File: config.mk
export PLATFORM = sky130hd
export DESIGN_NAME = serial_bit_loader
export DESIGN_NICKNAME = d
export VERILOG_FILES = /design/src/rtl/serial_bit_loader.sv
export SDC_FILE = /design/constraint.sdc
export NUM_CORES = 1
export LEC_CHECK = 0
export ABC_AREA = 1
export ABC_CLOCK_PERIOD_IN_PS = 1750
export CAP_MARGIN = 25
export CELL_PAD_IN_SITES_DETAIL_PLACEMENT = 0
export CELL_PAD_IN_SITES_GLOBAL_PLACEMENT = 1
export CORE_UTILIZATION = 27
export CTS_BUF_LIST = sky130_fd_sc_hd__clkbuf_2
export CTS_CLUSTER_SIZE = 12
export DETAILED_ROUTE_END_ITERATION = 8
export HOLD_SLACK_MARGIN = 0.08
export PLACE_DENSITY = 0.86
export SYNTH_ARGS = -nofsm -noshare
export SYNTH_HDL_FRONTEND = slang
export SYNTH_SLANG_ARGS = --single-unit
File: constraint.sdc
create_clock -name clk -period 1.75 [get_ports clk]
set_clock_uncertainty 0.15 [all_clocks]
set_input_delay 0.175 -clock clk [delete_from_list [all_inputs] [get_ports clk]]
set_output_delay 0.175 -clock clk [all_outputs]
set_load 0.02 [all_outputs]
File: src/rtl/serial_bit_loader.sv
// Serial-to-parallel load sequencer driving a bank of negedge load-enabled bit cells.
// Optional MSB-first ordering is selected with `define SERIAL_LOADER_MSB_FIRST_EN.
module serial_bit_loader #(
    parameter int WIDTH = 8,
    parameter int IDX_W = 3
) (
    input  logic             clk,
    input  logic             rst,
    input  logic             start,
    input  logic             abort,
    input  logic             ser_in,
    output logic [WIDTH-1:0] load_bus,
    output logic             d_out,
    output logic             busy,
    output logic             done,
    output logic [IDX_W-1:0] idx
);

    typedef enum logic [1:0] {
        IDLE  = 2'b00,
        SHIFT = 2'b01,
        DONE  = 2'b10
    } state_t;

    localparam logic [IDX_W-1:0] IDX_ONE  = IDX_W'(32'd1);
    localparam logic [IDX_W-1:0] IDX_ZERO = {IDX_W{1'b0}};
`ifdef SERIAL_LOADER_MSB_FIRST_EN
    localparam logic [IDX_W-1:0] FIRST_IDX = IDX_W'(WIDTH - 32'sd1);
    localparam logic [IDX_W-1:0] LAST_IDX  = IDX_ZERO;
`else
    localparam logic [IDX_W-1:0] FIRST_IDX = IDX_ZERO;
    localparam logic [IDX_W-1:0] LAST_IDX  = IDX_W'(WIDTH - 32'sd1);
`endif

    state_t           state_r;
    state_t           state_s;
    logic [IDX_W-1:0] idx_r;
    logic [IDX_W-1:0] idx_s;
    logic [IDX_W-1:0] idx_step_s;
    logic [WIDTH-1:0] load_bus_s;

    // Step toward the last index; the DONE transition stops it before any unused code.
`ifdef SERIAL_LOADER_MSB_FIRST_EN
    assign idx_step_s = idx_r - IDX_ONE;
`else
    assign idx_step_s = idx_r + IDX_ONE;
`endif

    // State and index registers with asynchronous active-high reset.
    always_ff @(posedge clk or posedge rst) begin
        if (rst) begin
            state_r <= IDLE;
            idx_r   <= IDX_ZERO;
        end else begin
            state_r <= state_s;
            idx_r   <= idx_s;
        end
    end

    // Next-state and next-index selection; abort beats start and completion.
    always_comb begin
        state_s = state_r;
        idx_s   = idx_r;
        case (state_r)
            IDLE: begin
                idx_s = FIRST_IDX;
                if (start && !abort) begin
                    state_s = SHIFT;
                end else begin
                    state_s = IDLE;
                end
            end
            SHIFT: begin
                if (abort) begin
                    state_s = IDLE;
                    idx_s   = FIRST_IDX;
                end else if (idx_r == LAST_IDX) begin
                    state_s = DONE;
                    idx_s   = idx_r;
                end else begin
                    state_s = SHIFT;
                    idx_s   = idx_step_s;
                end
            end
            DONE: begin
                state_s = IDLE;
                idx_s   = FIRST_IDX;
            end
            default: begin
                state_s = IDLE;
                idx_s   = FIRST_IDX;
            end
        endcase
    end

    // One-hot decode of the index; compared per bit so no out-of-range code can select a cell.
    always_comb begin
        load_bus_s = {WIDTH{1'b0}};
        for (int i = 0; i < WIDTH; i++) begin
            load_bus_s[i] = (state_r == SHIFT) && (idx_r == IDX_W'(i));
        end
    end

    // Outputs are decoded straight from the registered state so reset clears them at once.
    assign load_bus = load_bus_s;
    assign d_out    = (state_r == SHIFT) ? ser_in : 1'b0;
    assign busy     = (state_r == SHIFT);
    assign done     = (state_r == DONE);
    assign idx      = idx_r;

endmodule
======== Word-level counts from Yosys, hierarchy flattened ========
Cells that the tools add are included.
cells by class
  mux-type cells .......................... 8
  add/sub/neg operators ................... 1
  equal/unequal tests ..................... 10
  reduce and logical (&&, ||, !) cells .... 12
operators by type and width
  operator                                                         count
  3-bit == test, second input constant                             4
  1-bit logical AND                                                9
  3-bit 2-to-1 mux                                                 3
  3-bit by 2-bit == test with 1-bit output, second input constant  2
  2-bit 2-to-1 mux                                                 2
  2-bit one-hot mux with 2 select lines                            1
  3-bit by 1-bit adder with 3-bit output, second input constant    1
  3-bit by 1-bit == test with 1-bit output, second input constant  1
  3-bit logical NOT                                                1
  3-bit inequality test, second input constant                     1
  2-bit by 1-bit == test with 1-bit output, second input constant  1
  2-bit == test, second input constant                             1
  2-bit logical NOT                                                1
  1-bit 2-to-1 mux                                                 2
  1-bit logical NOT                                                1
word-level totals
  input bits .............................. 5
  flip-flop bits (word level) ............. 5
  output and inout port bits .............. 14

======== Longest topological paths before layout ========
Gate-level depths: netlist of the first run.
  word-level depth ........................ 4
  gate-level depth with buffers ........... 6

======== Least setup slack after synthesis of the first run ========
OpenSTA, ideal clock, no wires.
  path type ............................... flip-flop to output port
  from .................................... reg idx_r[0], in the netlist idx[0]
  to ...................................... out load_bus[0]
  setup slack ............................. 0.141 ns
  data arrival time ....................... 1.284 ns
  required time ........................... 1.425 ns
  path buffers ............................ 0
  cell stages (with the launch flop) ...... 5
  cell sequence ........................... dfrtp_1 -> inv_1 -> ha_1 -> inv_1 -> nor3_1
on the way
  longest elaborated chain between the ends .. 2
ends and longest elaborated chain
  element                   line  text
  start: declaration        37    logic [IDX_W-1:0] idx_r;
  start signal: assignment  56    idx_r <= idx_s;
  3-bit logical NOT         100   load_bus_s[i] = (state_r == SHIFT) && (idx_r == IDX_W'(i));
  1-bit logical AND         100
  end: declaration          12    output logic [WIDTH-1:0] load_bus,
Every way passes these cells.

======== Final worst setup path of the first run ========
  from .................................... reg idx_r[2], in the netlist idx[2]
  to ...................................... out idx[2]
RTL lines
  element           line  text
  end: declaration  16    output logic [IDX_W-1:0] idx
No word-level cell between the ends.

==> impl_summary.log, run 1 <==
[metrics] count of state elements after synthesis: 5
[metrics] # DRC: 0
[metrics] portion of the post-synthesis area used by sequential elements: 0.3279
[metrics] unrepaired setup endpoints after global routing: false
[metrics] Critical Path Fanout Max: 4
[metrics] number of nets with antenna violations after detailed routing: 0
[metrics] worst voltage drop across the vdd grid: between 0.0003 and 0.0004 V
[metrics] area of all sequential standard cells: roughly 130 sq um
[metrics] total standard cell area after synthesis: between 300 and 400 sq um
[metrics] clock latency at the later pin of the worst-skew pair: approximately 210 ps
[metrics] antenna cell count: 0
[metrics] Buffers on Ports: 18
[metrics] Die ar.: around 1600 sq um
[metrics] Cells after Synth: 52
[metrics] worst min path class: in2reg
[metrics] Internal Dissipation: roughly 220 uW
[metrics] library cell with the largest summed area after synthesis: sky130_fd_sc_hd__dfrtp_1
[metrics] gpl congestion: around 0.66
[metrics] critical path cell sequence: buf_4 > clkdlybuf4s50_1
[metrics] vias in the first global route: 385
[metrics] biggest area contributors in the synthesized netlist: sky130_fd_sc_hd__dfrtp_1 33%, sky130_fd_sc_hd__ha_1 20%, sky130_fd_sc_hd__inv_1 12%
[metrics] cell area after placement: 648.1 sq um
[metrics] top-level I/O count: 19
[metrics] H-tree levels: 1
[metrics] Die Y-Extent: 39.60 microns
[metrics] share of the core filled with cells: 0.5010
[metrics] standard-cell row count: 13
[metrics] core footprint: 1301 sq um
[metrics] CTS tree: done
[metrics] Slew HR: 0.8302
[metrics] part of the cycle the worst path needs: 0.9451
[metrics] library cells used by synthesis: 10
[metrics] total setup violations reported at the end of the flow: 0
[metrics] Die Span X: 39.60 microns
[metrics] Root Buffer: sky130_fd_sc_hd__clkbuf_2
[metrics] Synth top area share: 0.3279
[metrics] clock sink count: 5
[metrics] status: completed
[metrics] initial antenna violation count: 0
[metrics] detailed-route via count: 440
[metrics] area taken by multi-input logic gates: 210.2 sq um
[metrics] count of filler cells inserted in the layout: 140
[metrics] average footprint of a synthesized cell: roughly 7.3 sq um
[metrics] Net Sw Power: 103.4 uW
[metrics] post-route design area: 651.9 sq um
[metrics] Final Hold Slack: 384.7 ps
[metrics] synthesis-to-layout area growth: 70.82%
[metrics] proportion of layout cells with a drive suffix above 1: 0.3176
[metrics] number of design-rule violations left by the first detailed-router iteration: 4
[metrics] sort of element at the end of the critical path: output port
[metrics] max-cap check violation count: 0
[metrics] relative contribution of combinational cells to total power: 0.277
[metrics] number of iterations in the first detailed-routing pass: 4
[metrics] Num CTS Buffers: 3
[metrics] critical setup path kind: reg2out
[metrics] estimated wirelength of the detail-placed design: 776.7 microns
[metrics] final hold violation count: 0
[metrics] average wire length per cell after detail routing: 9.190 microns
[metrics] initial core utilization: 0.2933
[metrics] Net count, final: slightly below 100
[metrics] Syn. warnings: 0
[metrics] Net Count, Synth: between 60 and 70
[metrics] global-route congestion overflow total: 0
[metrics] power share of the clock group: 0.334
[metrics] share of total power in sequential cells: 0.390
[metrics] register clock-pin slew on the reported worst setup and hold paths: 60 ps
[metrics] Max Transition Viols Final: 0
[metrics] critical-path cell with the highest stage delay: sky130_fd_sc_hd__clkdlybuf4s50_1
[metrics] wire length of the first global-routing pass: 1386 microns
[metrics] GR Util All Layers: 0.1303
[metrics] delay of the slowest critical-path stage: 590 ps
[metrics] achievable clock frequency: between 0.6 and 0.7 GHz
[metrics] slew at the pin with the worst max-slew slack: between 200 and 300 ps
[metrics] startpoint type of the worst setup path: register
[metrics] Leakage: 0.0003831 uW
[metrics] switching share of power: 0.3179
[metrics] Min Clock Period, post-route: 1654 ps
[metrics] Cell Pwr Density: ~500 nW/um^2
[metrics] maximum number of pins on one net before global-route repair: 11
[metrics] total power of the final layout: roughly 330 uW
[metrics] Data arrival, critical path: 1330 ps
[metrics] number of buffers between clock root and the deepest sink: 2
[metrics] final wirelength: approximately 900 microns
[metrics] required arrival time at the worst endpoint: 1420 ps
[metrics] via-per-instance ratio: about 4.4
[placed cells by master, fill, tap and decap left out, drive strengths merged]
cell type	netlist	routed
buf	0	15
nand3	7	7
ha	6	6
dlymetal6s2s	0	1
dfrtp	5	5
nor3	7	7
dlygate4sd2	0	3
nand2	6	6
dlygate4sd3	0	1
clkbuf	0	7
nor2	8	8
inv	13	13
clkdlybuf4s50	0	6
[metal layers]
metal / up-vias / global-route usage / wire (microns)
met1: 198 / 0.1632 / 400
met5: - / 0 / 0
li1: 227 / - / -
met4: 0 / 0.05172 / 0
met2: 15 / 0.2090 / 455
met3: 0 / 0.03409 / 62
[registers in the layout, summed over array words and instances (netlist names)]
signal	flops
idx	3
state_r	2
[kinds of logic after synthesis]
| kind of cell | after synthesis | synth area share |
|---|---|---|
| simple gates | 28 | 0.3475 |
| buf+inv | 13 | 0.1279 |
| fa+ha+maj | 6 | 0.1967 |
| flops | 5 | 0.3279 |
[power by group through the flow]
| stage | Combinational (uW) | Sequential [uW] | Clock (uW) |
|---|---|---|---|
| floorplan | 43.8 | 131 | 0 |
| global placement | 92.7 | 128 | 0 |
| detailed placement | 93.7 | 129 | 0 |
| CTS | 94.4 | 126 | 113 |
| global route | 101 | 128 | 119 |
| finish | 90.0 | 127 | 109 |
[cell type report]
cell class                 instances  share of cell area
sequential                         5              0.1919
inverter                          13             0.07486
tap                               15             0.02879
clock buffer                       4             0.03071
multi-input combinational         34              0.3225
timing repair buffer              29              0.3512
[critical path: cells and delay by family (launching register included)]
family | cells | cell delay (ps)
buf+inv | 2 | 720
flops | 1 | 390
[path summary, 6_finish.rpt]
check / start / cells after the start / slack (ps) / endpoint
max: idx[2]$_DFFE_PP0P_ / 2 / 100 / idx[2]
min in group asynchronous: rst / 3 / 560 / state_r[1]$_DFF_PP0_
max in group asynchronous: rst / 3 / 720 / idx[1]$_DFFE_PP0P_
min reg2reg: state_r[0]$_DFF_PP0_ / 3 / 460 / state_r[0]$_DFF_PP0_
max reg2reg: idx[0]$_DFFE_PP0P_ / 6 / 180 / idx[1]$_DFFE_PP0P_
min: start / 3 / 380 / state_r[0]$_DFF_PP0_
[per-stage QoR]
stage / setup slack, ps / instances / setup TNS (ps)
after global placement: -69.87 / 94 / -328.3
after floorplan: 140.8 / 52 / 0
final: 96.14 / 100 / 0
after detailed placement: -126.2 / 94 / -647.5
after global routing: 6.972 / 100 / 0
after CTS: 0.6281 / 100 / 0
[cell usage after synthesis]
master / instances
sky130_fd_sc_hd__inv_1: 12
sky130_fd_sc_hd__nor3_1: 7
sky130_fd_sc_hd__dfrtp_1: 5
sky130_fd_sc_hd__nand3_1: 7
sky130_fd_sc_hd__ha_1: 6
sky130_fd_sc_hd__nand2_2: 1
sky130_fd_sc_hd__inv_2: 1
sky130_fd_sc_hd__nand2_1: 5
sky130_fd_sc_hd__nor2_1: 7
sky130_fd_sc_hd__nor2_4: 1
[what timing repair did]
| item | in CTS | in global routing |
|---|---|---|
| setup endpoints to repair | 10 | 9 |
| buffers inserted | 1 | 0 |
| cloned | 0 | 0 |
| hold buffers | 1 | 0 |
| gates resized for setup | 30 | 13 |
| hold endpoints to repair | 5 | 0 |
No activity file was read; power rests on OpenSTA's default activity.
==> run 2: changes to the inputs <==
CAP_MARGIN = 5   (was 25)
==> results of run 2 <==
No change in the layout: final DEF, timing and power equal those of run 1.
